`config.mk`:
```
export PLATFORM = sky130hd
export DESIGN_NAME = reg64
export DESIGN_NICKNAME = d
export VERILOG_FILES = /design/src/rtl/reg64.sv
export SDC_FILE = /design/constraint.sdc
export NUM_CORES = 1
export LEC_CHECK = 0
export BUFFER_PORTS_ARGS = -buffer_cell sky130_fd_sc_hd__buf_2
export CAP_MARGIN = 15
export CORE_UTILIZATION = 48
export DETAILED_ROUTE_END_ITERATION = 12
export GPL_TIMING_DRIVEN = 0
export PLACE_DENSITY = 0.83
export SYNTH_ARGS = -nofsm -noshare
export SYNTH_HDL_FRONTEND = slang
export SYNTH_SLANG_ARGS = --single-unit
```
`constraint.sdc`:
```
create_clock -name clk -period 2.3 [get_ports clk]
set_input_delay 0.46 -clock clk [delete_from_list [all_inputs] [get_ports clk]]
set_output_delay 0.46 -clock clk [all_outputs]
set_load 0.01 [all_outputs]
```
`src/rtl/reg64.sv`:
```
// Parameterised storage register with write enable and synchronous active-low reset.
// dataout comes straight from the flop, so there is no path from any input to it.
module reg64 #(
    parameter int unsigned     WIDTH       = 64,
    parameter logic [WIDTH-1:0] RESET_VALUE = '0
) (
    input  logic             clk,
    input  logic             reset_n,
    input  logic [WIDTH-1:0] datain,
    input  logic             wea,
    output logic [WIDTH-1:0] dataout
);

    // Declaration initialiser sets the power-up value before any reset edge.
    logic [WIDTH-1:0] data_q = RESET_VALUE;

    always_ff @(posedge clk) begin
        if (!reset_n) begin
            data_q <= RESET_VALUE;
        end else if (wea) begin
            data_q <= datain;
        end
    end

    assign dataout = data_q;

endmodule

```
# Yosys cells after proc, flatten, opt, wreduce, memory -nomap -nowiden

Cells that the tools add are included.

Input port bits: 67
Register bits: 64

# Longest topological paths before layout

Depth in word-level cells: 0
Depth in mapped cells: 4
Gate-level depth less buffers: 2

# Worst setup path after synthesis

Ideal clock, no wire load.

Kind: input to register
Start: input wea
End: register data_q[10], in the netlist dataout[10]
Library setup time: 0.116 ns
Required time: 2.184 ns
Cell stages on the path: 4
Data arrival time: 0.993 ns
Setup slack: 1.191 ns
Path buffers: 2
Path through: buf_6 buf_8 mux2i_1 nor2b_1

RTL lines:

| item                   | line | text |
|---|---|---|
| start: declaration     | 10   | `input logic wea,` |
| end signal: assignment | 21   | `data_q <= datain;` |
| end: declaration       | 15   | `logic [WIDTH-1:0] data_q = RESET_VALUE;` |

# Worst setup path in the final report

Start: register data_q[22], in the netlist dataout[22]
End: output dataout[22]

RTL lines:

| item             | line | text |
|---|---|---|
| end: declaration | 11   | `output logic [WIDTH-1:0] dataout` |

No word-level cell between the ends.

==> summary.md <==
| Metric | Value |
|---|---|
| Global-route wire length before repair | 7320 um |
| Flip-flop and latch count after synthesis | 64 |
| Category of the worst setup path launch point | flop |
| Post-Route Setup TNS | 0 ns |
| Critical path buffers and inverters | 1 |
| DRC violation total after the first TritonRoute iteration | 23 |
| Core footprint | 4817 um2 |
| Adder and majority gate portion of the synthesized area | 0% |
| GRT Overall Usage | 17.95% |
| Mapped Area | 2451 um2 |
| Final RePlAce weighted congestion | 0.6584 |
| Parity-gate share of the synthesized area counting xor and xnor cells | 0% |
| Top cell family by delay on the critical path | flip-flops |
| Hold path cells | 3 |
| Sequential fraction of the synthesis area | 52.27% |
| Clk_skew | 0 ns |
| Count of vias placed by the detailed router | 1865 |
| Hold violation count in the final report | 0 |
| Number of global-route vias before repair | 1739 |
| Shortest period the worst path allows | 1.255 ns |
| Final-report max-slew violation count | 0 |
| FP Rows | 25 |
| Remaining antenna violation count | 0 |
| Total gr overflow | 0 |
| Outcome | completed |
| Met2 WL post-DR | 2324 um |
| Post-Syn Instances | 206 |
| Synth cell types | 7 |
| Hold-fix buffers at CTS | 0 |
| Post-CTS Resized | 0 |
| Leakage Power | 0.001738 uW |
| Rel. slew slack | 76.99% |
| Clock latency at the later pin of the worst-skew pair | 0.31 ns |
| Horiz. Die Dim | 73.46 um |
| R2r worst-path depth | 2 |
| Worst setup path class | reg -> out |
| Clock Root Buffer | clkbuf_8 |
| Buffer depth of the longest clock path | 2 |
| Post-synthesis mux area share | 26.14% |
| Fmax | 0.7966 GHz |
| Ant diodes | 0 |
| Cells along the critical path | buf_2 |
| Most frequent standard cell in the layout excluding fill and tap cells | buf_2 |
| CP required | 1.84 ns |
| Top-level I/O count | 131 |
| Clock slew at the register clock pins of the worst setup and hold paths | 0.07 ns |
| Final cycle utilization of the critical path | 54.58% |
| Endpoint arrival time on the critical path | 0.80 ns |
| Detail Placement HPWL | 3751 um |
| Largest family of logic cells by synthesized area | multiplexers |
| Fraction of layout instances using a drive strength above 1 | 42.65% |
| Aggregate routed wire length | 4964 um |
| Port Buffer Count | 128 |
| Biggest cell delay along the critical path | 0.34 ns |
| Share of the core filled with cells in the final layout | 69.25% |
| CP Depth | 1 |
| Highest-count cells in the layout ignoring fill and taps | buf_2, mux2i_1, nor2b_1, dfxtp_1, clkbuf_8 |
| CTS buffer count | 9 |
| Maximum number of pins on one net before global-route repair | 11 |
| Number of levels the H-tree was split into | 3 |
| Post-synthesis to final-layout area growth | 36.09% |
| Total DRC errors in the routed layout | 0 |
| CTS tree | yes |
| YS warnings | 0 |
| Post-Layout Cell Count | 414 |
| RSZ-0062 raised after global routing | no |
| Full die area | 5396 um2 |
| Highest signal layer in the routed design | met4 |
| Share of the synthesized area in compound gates (AO/OA/AOI/OAI) | 0% |
| Sort of element at the end of the critical path | output port |
| Final Net Count | 412 |
| Drt via density | 4.505 |
| Met3 layer wire length in the routed design | 389 um |
| Slowest cell on the critical path | dfxtp_1 |
| Number of setup violations in the final report | 0 |
| Synth Area in Simple Gates | 16.33% |
| Critical-path maximum fanout | 2 |
| Hold Path Class | in -> reg |
| Worst voltage drop across the vdd grid | 0.3757 mV |
| Count of maximum capacitance violations | 0 |
| Routed length per instance | 11.99 um |
| Syn nets | 273 |
| Routed metal-1 wire length | 2173 um |
| Starting density of the core | 50.88% |
| Placed Cells | 401 |
| Post-CTS setup-driven buffer insertion count | 0 |
| Die Height | 73.46 um |
| Number of clock sinks | 64 |
| Syn Area/Cell | 11.90 um2 |
| Number of antenna violations at the first check in global routing | 0 |
| Least-Margin Pin Slew | 0.3452 ns |
| Pwr/cell area | 700.3 nW/um2 |
| First-pass detailed-route iteration total | 4 |
| Max FFs per register | 64 |
==> where the power goes <==
group	switching (uW)	internal (uW)
Sequential	30.4	1180
Combinational	152	180
Clock	367	431
==> logic make-up (layout without fill, tap and decap cells) <==
kind of cell	after synthesis	after routing
mux	64	64
buf+inv	14	155
flops	64	64
simple gates	64	64
==> area by class of cell <==
| class | instances | area (um2) |
|---|---|---|
| Clock inverter | 1 | 5.005 |
| Tap cell | 67 | 83.83 |
| Sequential cell | 64 | 1281 |
| Clock buffer | 12 | 155.1 |
| Multi-Input combinational cell | 128 | 1041 |
| Timing Repair Buffer | 128 | 640.6 |
| Fill cell | 400 | 1481 |
| Buffer | 14 | 128.9 |
==> layer usage <==
metal / GRT usage, % / up-vias
met3: 5.761 / 8
met4: 8.974 / 0
met2: 30.78 / 84
met5: 0 / -
li1: - / 951
met1: 19.91 / 822
==> cells in the mapped netlist (all sizes together) <==
master  number  area share (%)
clkbuf       7             1.1
dfxtp       64              52
nor2b       64              16
buf          7             4.1
mux2i       64              26
==> worst paths after layout <==
kind / startpoint / end / slack (ns)
max: dataout[22] / dataout[22] / 1.04
min: datain[56] / dataout[56] / 0.40
max reg2reg: dataout[58] / dataout[58] / 1.65
min reg2reg: dataout[18] / dataout[18] / 0.51
==> per-stage QoR <==
step | hold slack, ns | setup WS [ns] | power, uW | area [um2]
final | 0.3977 | 1.045 | 2336 | 3336
after floorplan | 0.5384 | 1.191 | 1421 | 2451
after global routing | 0.3997 | 1.002 | 2439 | 3336
after CTS | 0.3851 | 1.027 | 2365 | 3336
after detailed placement | 0.4993 | 1.015 | 1565 | 3176
after global placement | 0.4907 | 1.081 | 1554 | 3176
Power figures use the tool's default switching activity.
